<file path="config.mk">
export PLATFORM = sky130hd
export DESIGN_NAME = serial_record_loader_flat
export DESIGN_NICKNAME = d
export VERILOG_FILES = /design/src/rtl/serial_record_loader_if.sv /design/src/rtl/serial_record_loader.sv /design/src/flat_wrapper.sv
export SDC_FILE = /design/constraint.sdc
export NUM_CORES = 1
export LEC_CHECK = 0
export CELL_PAD_IN_SITES_DETAIL_PLACEMENT = 1
export CELL_PAD_IN_SITES_GLOBAL_PLACEMENT = 1
export CORE_MARGIN = 5
export CORE_UTILIZATION = 38
export CTS_CLUSTER_SIZE = 40
export DETAILED_ROUTE_END_ITERATION = 12
export PLACE_DENSITY = 0.83
export SETUP_SLACK_MARGIN = 0.5
export SLEW_MARGIN = 20
export SYNTH_ARGS = -nofsm -noshare
export SYNTH_HDL_FRONTEND = slang
export SYNTH_SLANG_ARGS = --single-unit
</file>
<file path="constraint.sdc">
create_clock -name CLK -period 2.95 [get_ports CLK]
set_input_delay 0.59 -clock CLK [delete_from_list [all_inputs] [get_ports CLK]]
set_output_delay 0.59 -clock CLK [all_outputs]
set_load 0.02 [all_outputs]
</file>
<file path="src/rtl/serial_record_loader_if.sv">
// Serial input link and dataset RAM write port of the record loader, grouped as one bundle.
// Latency: none, wires only.
// Backpressure: ser_ready paces the serial side; the RAM write side has no backpressure.
interface serial_record_loader_if #(
    parameter int ADDR_WIDTH = 12,
    parameter int DATA_WIDTH = 256
);
    logic                  ser_valid;
    logic                  ser_bit;
    logic                  ser_ready;
    logic                  wr_en;
    logic [ADDR_WIDTH-1:0] wr_addr;
    logic [DATA_WIDTH-1:0] wr_data;

    // Loader side: consumes serial bits, drives the RAM write port.
    modport master (
        input  ser_valid,
        input  ser_bit,
        output ser_ready,
        output wr_en,
        output wr_addr,
        output wr_data
    );

    // Environment side: serial front-end plus RAM.
    modport slave (
        output ser_valid,
        output ser_bit,
        input  ser_ready,
        input  wr_en,
        input  wr_addr,
        input  wr_data
    );
endinterface

</file>
<file path="src/rtl/serial_record_loader.sv">
// Bit-serial deserializer: packs feat+1 elements per record, LSB of element 0 first, into one RAM word.
// Latency: wr_en is high the cycle after the last bit of a record is accepted.
// Backpressure: ser_ready is low outside LOAD; stalls (ser_valid=0) hold all state.
// Optional SERIAL_PARITY_EN: each record carries one trailing even-parity bit; mismatches set sticky parity_err.
module serial_record_loader #(
    parameter int ADDR_WIDTH   = 12,
    parameter int ELEM_WIDTH   = 16,
    parameter int MAX_FEATURES = 15,
    parameter int FEAT_BITS    = 4,
    parameter int DATA_WIDTH   = ELEM_WIDTH * (MAX_FEATURES + 1)
) (
    input  logic                  CLK,
    input  logic                  RST,
    input  logic                  start,
    input  logic [ADDR_WIDTH-1:0] num_dp,
    input  logic [FEAT_BITS-1:0]  feat,
    serial_record_loader_if.master bus,
    output logic                  busy,
    output logic                  last_rec,
    output logic                  done,
    output logic                  parity_err
);
    localparam int CNT_W = $clog2(DATA_WIDTH + 2);
    localparam int IDX_W = $clog2(DATA_WIDTH);

`ifdef SERIAL_PARITY_EN
    localparam logic [CNT_W-1:0] PAR_BITS = CNT_W'(1);
`else
    localparam logic [CNT_W-1:0] PAR_BITS = CNT_W'(0);
`endif

    localparam logic [1:0] S_IDLE  = 2'd0;
    localparam logic [1:0] S_LOAD  = 2'd1;
    localparam logic [1:0] S_WRITE = 2'd2;
    localparam logic [1:0] S_DONE  = 2'd3;

    logic [1:0]            state_q,    state_d;
    logic [ADDR_WIDTH-1:0] num_dp_q,   num_dp_d;
    logic [FEAT_BITS-1:0]  feat_q,     feat_d;
    logic [ADDR_WIDTH-1:0] rec_addr_q, rec_addr_d;
    logic [CNT_W-1:0]      bit_cnt_q,  bit_cnt_d;
    logic [DATA_WIDTH-1:0] shift_q,    shift_d;

    logic [FEAT_BITS-1:0]  feat_clamp;
    logic [CNT_W-1:0]      rec_bits;
    logic [CNT_W-1:0]      base;
    logic [CNT_W-1:0]      last_bit;
    logic [CNT_W-1:0]      idx;
    logic                  data_bit;
    logic                  accept;
    logic                  start_ok;

    // Record geometry derived from the latched feature count; the record is packed against the MSB end.
    always_comb begin
        feat_clamp = (32'(feat) > MAX_FEATURES) ? FEAT_BITS'(MAX_FEATURES) : feat;
        rec_bits   = CNT_W'(ELEM_WIDTH * (32'(feat_q) + 1));
        base       = CNT_W'(DATA_WIDTH) - rec_bits;
        last_bit   = rec_bits - CNT_W'(1) + PAR_BITS;
        idx        = base + bit_cnt_q;
        data_bit   = (bit_cnt_q < rec_bits);
        accept     = (state_q == S_LOAD) && bus.ser_valid;
        start_ok   = start && ((state_q == S_IDLE) || (state_q == S_DONE));
    end

    // Next-state logic for the load sequencer, shift register and counters.
    always_comb begin
        state_d    = state_q;
        num_dp_d   = num_dp_q;
        feat_d     = feat_q;
        rec_addr_d = rec_addr_q;
        bit_cnt_d  = bit_cnt_q;
        shift_d    = shift_q;
        case (state_q)
            S_IDLE, S_DONE: begin
                if (start_ok) begin
                    state_d    = S_LOAD;
                    num_dp_d   = num_dp;
                    feat_d     = feat_clamp;
                    rec_addr_d = '0;
                    bit_cnt_d  = '0;
                    shift_d    = '0;
                end
            end
            S_LOAD: begin
                if (accept) begin
                    // The trailing parity bit, when present, is counted but never stored.
                    if (data_bit) begin
                        shift_d[idx[IDX_W-1:0]] = bus.ser_bit;
                    end
                    bit_cnt_d = bit_cnt_q + 1'b1;
                    if (bit_cnt_q == last_bit) begin
                        state_d = S_WRITE;
                    end
                end
            end
            S_WRITE: begin
                if (rec_addr_q == num_dp_q) begin
                    state_d = S_DONE;
                end else begin
                    state_d    = S_LOAD;
                    rec_addr_d = rec_addr_q + 1'b1;
                    bit_cnt_d  = '0;
                    shift_d    = '0;
                end
            end
            default: state_d = S_IDLE;
        endcase
    end

    // State registers; synchronous reset abandons any load in progress.
    always_ff @(posedge CLK) begin
        if (RST) begin
            state_q    <= S_IDLE;
            num_dp_q   <= '0;
            feat_q     <= '0;
            rec_addr_q <= '0;
            bit_cnt_q  <= '0;
            shift_q    <= '0;
        end else begin
            state_q    <= state_d;
            num_dp_q   <= num_dp_d;
            feat_q     <= feat_d;
            rec_addr_q <= rec_addr_d;
            bit_cnt_q  <= bit_cnt_d;
            shift_q    <= shift_d;
        end
    end

`ifdef SERIAL_PARITY_EN
    logic par_acc_q;
    logic parity_err_q;

    // Running XOR of the record's data bits; the parity bit must make the total even.
    always_ff @(posedge CLK) begin
        if (RST || start_ok) begin
            par_acc_q    <= 1'b0;
            parity_err_q <= 1'b0;
        end else if (state_q == S_WRITE) begin
            par_acc_q    <= 1'b0;
        end else if (accept) begin
            if (data_bit) begin
                par_acc_q <= par_acc_q ^ bus.ser_bit;
            end else if (bus.ser_bit != par_acc_q) begin
                parity_err_q <= 1'b1;
            end
        end
    end

    assign parity_err = parity_err_q;
`else
    assign parity_err = 1'b0;
`endif

    assign bus.ser_ready = (state_q == S_LOAD);
    assign bus.wr_en     = (state_q == S_WRITE);
    assign bus.wr_addr   = rec_addr_q;
    assign bus.wr_data   = shift_q;
    assign busy          = (state_q == S_LOAD) || (state_q == S_WRITE);
    assign done          = (state_q == S_DONE);
    // Final record is flagged once its first bit is in, and stays flagged through its write.
    assign last_rec      = busy && (rec_addr_q == num_dp_q) &&
                           ((state_q == S_WRITE) || (bit_cnt_q != '0));
endmodule

</file>
<file path="src/flat_wrapper.sv">
// flat-port wrapper written by rule: the top's interface ports become plain ports
module serial_record_loader_flat 
#(
    parameter int ADDR_WIDTH   = 12,
    parameter int ELEM_WIDTH   = 16,
    parameter int MAX_FEATURES = 15,
    parameter int FEAT_BITS    = 4,
    parameter int DATA_WIDTH   = ELEM_WIDTH * (MAX_FEATURES + 1)
)
  (CLK, RST, start, num_dp, feat, busy, last_rec, done, parity_err, bus_ser_valid, bus_ser_bit, bus_ser_ready, bus_wr_en, bus_wr_addr, bus_wr_data);
  serial_record_loader_if #(.ADDR_WIDTH(ADDR_WIDTH), .DATA_WIDTH(DATA_WIDTH)) bus_i ();
  input  logic CLK;
  input  logic RST;
  input  logic start;
  input  logic [ADDR_WIDTH-1:0] num_dp;
  input  logic [FEAT_BITS-1:0] feat;
  output logic busy;
  output logic last_rec;
  output logic done;
  output logic parity_err;
  input wire logic [$bits(bus_i.ser_valid)-1:0] bus_ser_valid;
  input wire logic [$bits(bus_i.ser_bit)-1:0] bus_ser_bit;
  output wire logic [$bits(bus_i.ser_ready)-1:0] bus_ser_ready;
  output wire logic [$bits(bus_i.wr_en)-1:0] bus_wr_en;
  output wire logic [$bits(bus_i.wr_addr)-1:0] bus_wr_addr;
  output wire logic [$bits(bus_i.wr_data)-1:0] bus_wr_data;
  assign bus_i.ser_valid = bus_ser_valid;
  assign bus_i.ser_bit = bus_ser_bit;
  assign bus_ser_ready = bus_i.ser_ready;
  assign bus_wr_en = bus_i.wr_en;
  assign bus_wr_addr = bus_i.wr_addr;
  assign bus_wr_data = bus_i.wr_data;
  serial_record_loader #(.ADDR_WIDTH(ADDR_WIDTH), .ELEM_WIDTH(ELEM_WIDTH), .MAX_FEATURES(MAX_FEATURES), .FEAT_BITS(FEAT_BITS), .DATA_WIDTH(DATA_WIDTH)) u_core (.CLK(CLK), .RST(RST), .start(start), .num_dp(num_dp), .feat(feat), .bus(bus_i), .busy(busy), .last_rec(last_rec), .done(done), .parity_err(parity_err));
endmodule
</file>
==> flow_metrics.py, run 1 <==
metrics = {
    "synthesis": {
        "synth_area_per_cell_um2": 8.99,
        "ys_seq_area_share_pct": 46.5,
        "yosysTopAreaCell": "dfxtp_1",
        "synthXorXnorAreaFrac_pct": 2.51,
        "yosysWarningCount": 0,
        "synth_top_area_share_pct": 46.5,
        "yosys.area_share.simple_pct": 13.4,
        "synth_top_family_by_area": "compound AO/OA/AOI/OAI gates",
        "synth.most_common_cell": "dfxtp_1",
        "synthAdderAreaFrac_pct": 1.48,
        "synth_edf_count": 0,
        "synth-main-ff-cell": "dfxtp_1",
        "ys_types": 59,
        "syn_area_um2": 12700,
        "syn_nets": 1450,
        "synth_compound_area_share_pct": 30.2,
        "synthCells": 1414,
        "synthMuxAreaShare_pct": 0.325,
        "ys_ff_latch": 295,
        "synthTopCellsByArea": "dfxtp_1 46%, o311ai_1 17%, o21ai_1 8.3%, nand2_1 4.0%, nand3_1 3.2%",
        "async_reset_ff_share_pct": 0,
        "synth_commonest_cells": "295 x dfxtp_1, 251 x o311ai_1, 211 x o21ai_1, 136 x nand2_1, 89 x clkbuf_1",
    },
    "clocking": {
        "cts_max_path_buffers": 3,
        "numClockSinks": 295,
        "numCtsBuffers": 34,
        "clockRootBuffer": "clkbuf_16",
        "holdBufCountCts": 0,
        "htree_levels": 2,
    },
    "place": {
        "dpl.cell_count": 2120,
        "detailed_place_hpwl_mm": 43.7,
        "io_buffers": 293,
        "gp_congestion": 0.938,
    },
    "sta": {
        "postGrtWorstEndpoint": "u_core.bus.wr_data[157]$_SDFFE_PP0P_/D",
        "endpoint_type": "register data pin",
    },
    "run_status": {
        "haltStage": "global routing (5_1_grt)",
        "first-error": "[ERROR GRT-0232] Routing congestion too high. Check the congestion heatmap in the GUI.",
        "status": "stopped before the end",
    },
    "floorplanning": {
        "die_width_um": 193,
        "initial_core_util_pct": 38.2,
        "io_pins": 295,
        "rows": 67,
        "die_y_um": 193,
    },
    "global_routing": {
        "grt_max_degree": 68,
        "track_usage_pct": 89.2,
        "grt-ovfl-total": 644,
    },
}
## timing repair
action	in CTS
setup endpoints to repair	272
gates cloned	48
resized for setup	466
setup buffers	52
pin swaps	105
## layer usage
metal / global-route usage (%) / overflow
met4: 93.4 / 290
met1: 86.6 / 16
met5: 57.3 / 7
met3: 81.1 / 19
met2: 99.3 / 312
## logic make-up after synthesis
family                     Yosys count
buffers and inverters              159
xor gates and xnor gates            34
and+or+nand+nor                    348
DFF                                295
adders and majority gates           15
AOI/OAI and AO/OA                  558
other                                1
muxes                                4
## through the flow
| stage | util (%) | hold slack (ns) | worst slack (ns) | cell area, um2 |
|---|---|---|---|---|
| after floorplan | - | 0.448 | 0.484 | 12800 |
| after global placement | 50.4 | 0.455 | 0.147 | 16800 |
| after detailed placement | 50.4 | 0.462 | 0.0202 | 16800 |
| after CTS | 66.9 | 0.470 | 0.260 | 22300 |
==> inputs of run 2 (changes only) <==
Settings changed: CELL_PAD_IN_SITES_DETAIL_PLACEMENT 1 to default, CELL_PAD_IN_SITES_GLOBAL_PLACEMENT 1 to default, CORE_UTILIZATION 38 to 30, CTS_CLUSTER_SIZE 40 to default, PLACE_DENSITY 0.83 to default, PLACE_DENSITY_LB_ADDON from default to 0.15, SETUP_SLACK_MARGIN 0.5 to default.
==> run 2 against run 1 <==
Compared with the run above:
- synthesized area unchanged
- the flow now finishes without violations
- synthesized cell count is the same
==> flow_metrics.py, run 2 <==
metrics = {
    "finish": {
        "fin_nets": 1744,
        "stdcell_count": 2271,
        "area_growth_pct": 42.0,
        "seqCellArea_um2": 5910,
        "drive_above_1_share_pct": 12.2,
        "final_cell_mix": "293 x dfxtp_1, 292 x clkdlybuf4s50_1, 247 x o311ai_1",
        "layout_commonest_cell": "dfxtp_1",
        "n_fill_cell": 4057,
        "multi_input_area_um2": 6240,
        "antennaDiodeCount": 0,
        "largest_reg_flops": 256,
    },
    "global_routing": {
        "grt-ovfl-total": 0,
        "grt_antenna_before_repair": 0,
        "track_usage_pct": 25.0,
        "grt_max_degree": 72,
        "grt_pass1_vias": 12800,
        "grt_first_pass_wirelength_mm": 89.5,
    },
    "sta": {
        "fmax_mhz": 349,
        "holdWs_ns": 0.466,
        "timing.final.crit_share_pct": 97.0,
        "tns_ns": 0,
        "period_minus_slack_ns": 2.86,
        "fin_skew_ns": 0.0263,
        "tightest_slew_ns": 0.806,
        "finalSetupViolCount": 0,
        "slew_viol_final": 0,
        "rsz0062_at_grt": "true",
        "relSlewSlack_pct": 46.2,
        "hold_viol": 0,
    },
    "clocking": {
        "numCtsBuffers": 35,
        "cts_tree": "done",
        "holdBufCountCts": 0,
        "clkTransAtPathRegs_ns": 0.06,
        "clk_latency_ns": 0.55,
        "numClockSinks": 295,
        "htree_levels": 2,
        "clockRootBuffer": "clkbuf_16",
        "cts_max_path_buffers": 3,
    },
    "critical_path": {
        "crit_family": "simple AND/OR/NAND/NOR gates",
        "worstPathRequired_ns": 3.37,
        "max_stage_delay_ns": 0.43,
        "crit_buf_inv": 3,
        "rr_endpoint": "u_core.bus.wr_data[73]$_SDFFE_PP0P_",
        "crit_type": "reg2reg",
        "critPathArrivalTime_ns": 3.28,
        "critical_path.most_common_cell": "buf_4",
        "cp_num_cells": 9,
        "crit_chain": "inv_1 -> ha_1 -> nor2b_1 -> buf_4 -> nor4b_1 -> buf_4 -> nand3_1 -> o311ai_1 -> o21ai_1",
        "r2r_start": "u_core.state_q[0]$_SDFFE_PP0P_",
        "worst_path_max_delay_cell": "o311ai_1",
        "endpoint_kind": "flop",
        "rrSetupSlack_ns": 0.09,
        "r2r_cells": 9,
        "path_max_fanout": 9,
        "cp-start-kind": "flop",
    },
    "place": {
        "gp_congestion": 0.929,
        "io_buffers": 293,
        "detailed_place_hpwl_mm": 44.6,
        "dpl.cell_count": 2207,
    },
    "synthesis": {
        "synth_area_per_cell_um2": 8.99,
        "ys_seq_area_share_pct": 46.5,
        "ys_types": 59,
        "synthTopCellsByArea": "dfxtp_1 46%, o311ai_1 17%, o21ai_1 8.3%, nand2_1 4.0%, nand3_1 3.2%",
        "async_reset_ff_share_pct": 0,
        "synth_top_area_share_pct": 46.5,
        "syn_nets": 1450,
        "yosysWarningCount": 0,
        "synth.most_common_cell": "dfxtp_1",
        "synthCells": 1414,
        "syn_area_um2": 12700,
        "synth_commonest_cells": "295 x dfxtp_1, 251 x o311ai_1, 211 x o21ai_1, 136 x nand2_1, 89 x clkbuf_1",
        "synth-main-ff-cell": "dfxtp_1",
        "synth_edf_count": 0,
        "ys_ff_latch": 295,
        "yosysTopAreaCell": "dfxtp_1",
    },
    "power": {
        "p_leak_nw": 5.72,
        "p_per_area_nw_per_um2": 600,
        "power_frac_clock_pct": 39.9,
        "vdd_ir_drop_max_mv": 0.369,
        "seqPwrFrac_pct": 37.7,
        "p_switching_mw": 3.54,
        "p_comb_share_pct": 22.4,
        "intPower_mw": 7.28,
        "switching_share_pct": 32.7,
    },
    "floorplanning": {
        "initial_core_util_pct": 30.3,
        "io_pins": 295,
        "die_width_um": 216,
        "die_y_um": 216,
        "rows": 75,
        "coreArea_um2": 41900,
        "dieArea_um2": 46600,
    },
    "run": {
        "cap_violations": 0,
    },
    "routing": {
        "wl_per_cell_um": 27.1,
        "drt_first_pass_iters": 6,
        "drt-initial-drc-count": 1472,
        "wirelength_mm": 61.5,
        "viasPerCell": 5.93,
        "drc": 0,
        "ant_nets": 0,
        "vias": 13500,
    },
    "min_path": {
        "hold_end": "u_core.num_dp_q[10]$_SDFFE_PP0P_",
        "worstHoldStart": "u_core.num_dp_q[10]$_SDFFE_PP0P_",
        "hold_path.class": "reg2reg",
        "hold_path_depth": 2,
    },
    "run_status": {
        "status": "finished clean",
    },
}
-- run 2: cell counts after synthesis --
No cell type changed its count.
-- run 2: worst max path at each step --
| stage | endpoint | startpoint | slack (ns) |
|---|---|---|---|
| floorplan | u_core.bus.wr_data[180]$_SDFFE_PP0P_ | u_core.feat_q[2]$_SDFFE_PP0P_ | 0.37 |
| detailed placement | u_core.bus.wr_data[27]$_SDFFE_PP0P_ | start | -0.09 |
| finish | u_core.bus.wr_data[73]$_SDFFE_PP0P_ | u_core.state_q[0]$_SDFFE_PP0P_ | 0.09 |
| global route | last_rec | u_core.state_q[0]$_SDFFE_PP0P_ | -0.03 |
| global placement | u_core.bus.wr_data[219]$_SDFFE_PP0P_ | start | -0.06 |
| CTS | last_rec | u_core.bus.wr_addr[6]$_SDFFE_PP0P_ | 0.03 |
-- run 2: worst reg2reg max path, stage by stage (launching register included) --
cell and delay (ns):
dfxtp_1 0.41, inv_1 0.07, ha_1 0.38, nor2b_1 0.24, buf_4 0.21, nor4b_1 0.31, buf_4 0.19, nand3_1 0.40
o311ai_1 0.43, o21ai_1 0.10
-- run 2: layout make-up --
cell class	instances	area share (%)
multi-input combinational	960	34.6
sequential	295	32.7
timing repair buffer	405	22.5
clock buffer	53	5.61
tap	539	3.74
clock inverter	8	0.631
inverter	11	0.229
-- run 2: metal layers --
metal | global-route usage (%) | share of wire (%) | up-vias
li1 | - | - | 6045
met1 | 32.5 | 40 | 6541
met2 | 40.8 | 47 | 740
met3 | 5.47 | 8.7 | 130
met4 | 9.11 | 4.3 | 0
met5 | 0 | 0 | -
-- run 2: repair_timing --
action	CTS	global route
pin swaps	3	2
setup buffers	3	0
setup endpoints to repair	1	160
hold endpoints to repair	0	0
resized for setup	4	22
-- run 2: power groups by stage --
stage          Clock, mW  Sequential (mW)  Combinational, mW
6_report            4.32             4.08               2.42
4_1_cts             4.38             4.08               2.33
3_5_place_dp           0             4.17               2.31
2_1_floorplan          0             4.16               1.38
5_1_grt             4.55             4.09               2.53
3_3_place_gp           0             4.17               2.29
-- run 2: logic make-up after synthesis --
family                     Yosys count  synth area share [%]
AOI/OAI and AO/OA                  558                  30.2
and+or+nand+nor                    348                  13.4
DFF                                295                  46.5
buffers and inverters              159                  5.65
xor gates and xnor gates            34                  2.51
adders and majority gates           15                  1.48
muxes                                4                 0.325
other                                1                0.0295
-- run 2: stage by stage --
step | area, um2 | worst slack (ns) | power (mW) | util, %
after detailed placement | 16800 | -0.0917 | 6.47 | 40.0
final | 18100 | 0.0877 | 10.8 | 43.0
after global placement | 16800 | -0.0579 | 6.46 | 40.0
after floorplan | 12700 | 0.370 | 5.54 | -
after CTS | 17900 | 0.0338 | 10.8 | 42.7
after global routing | 18100 | -0.0263 | 11.2 | 43.0
No activity file was read; power rests on OpenSTA's default activity.
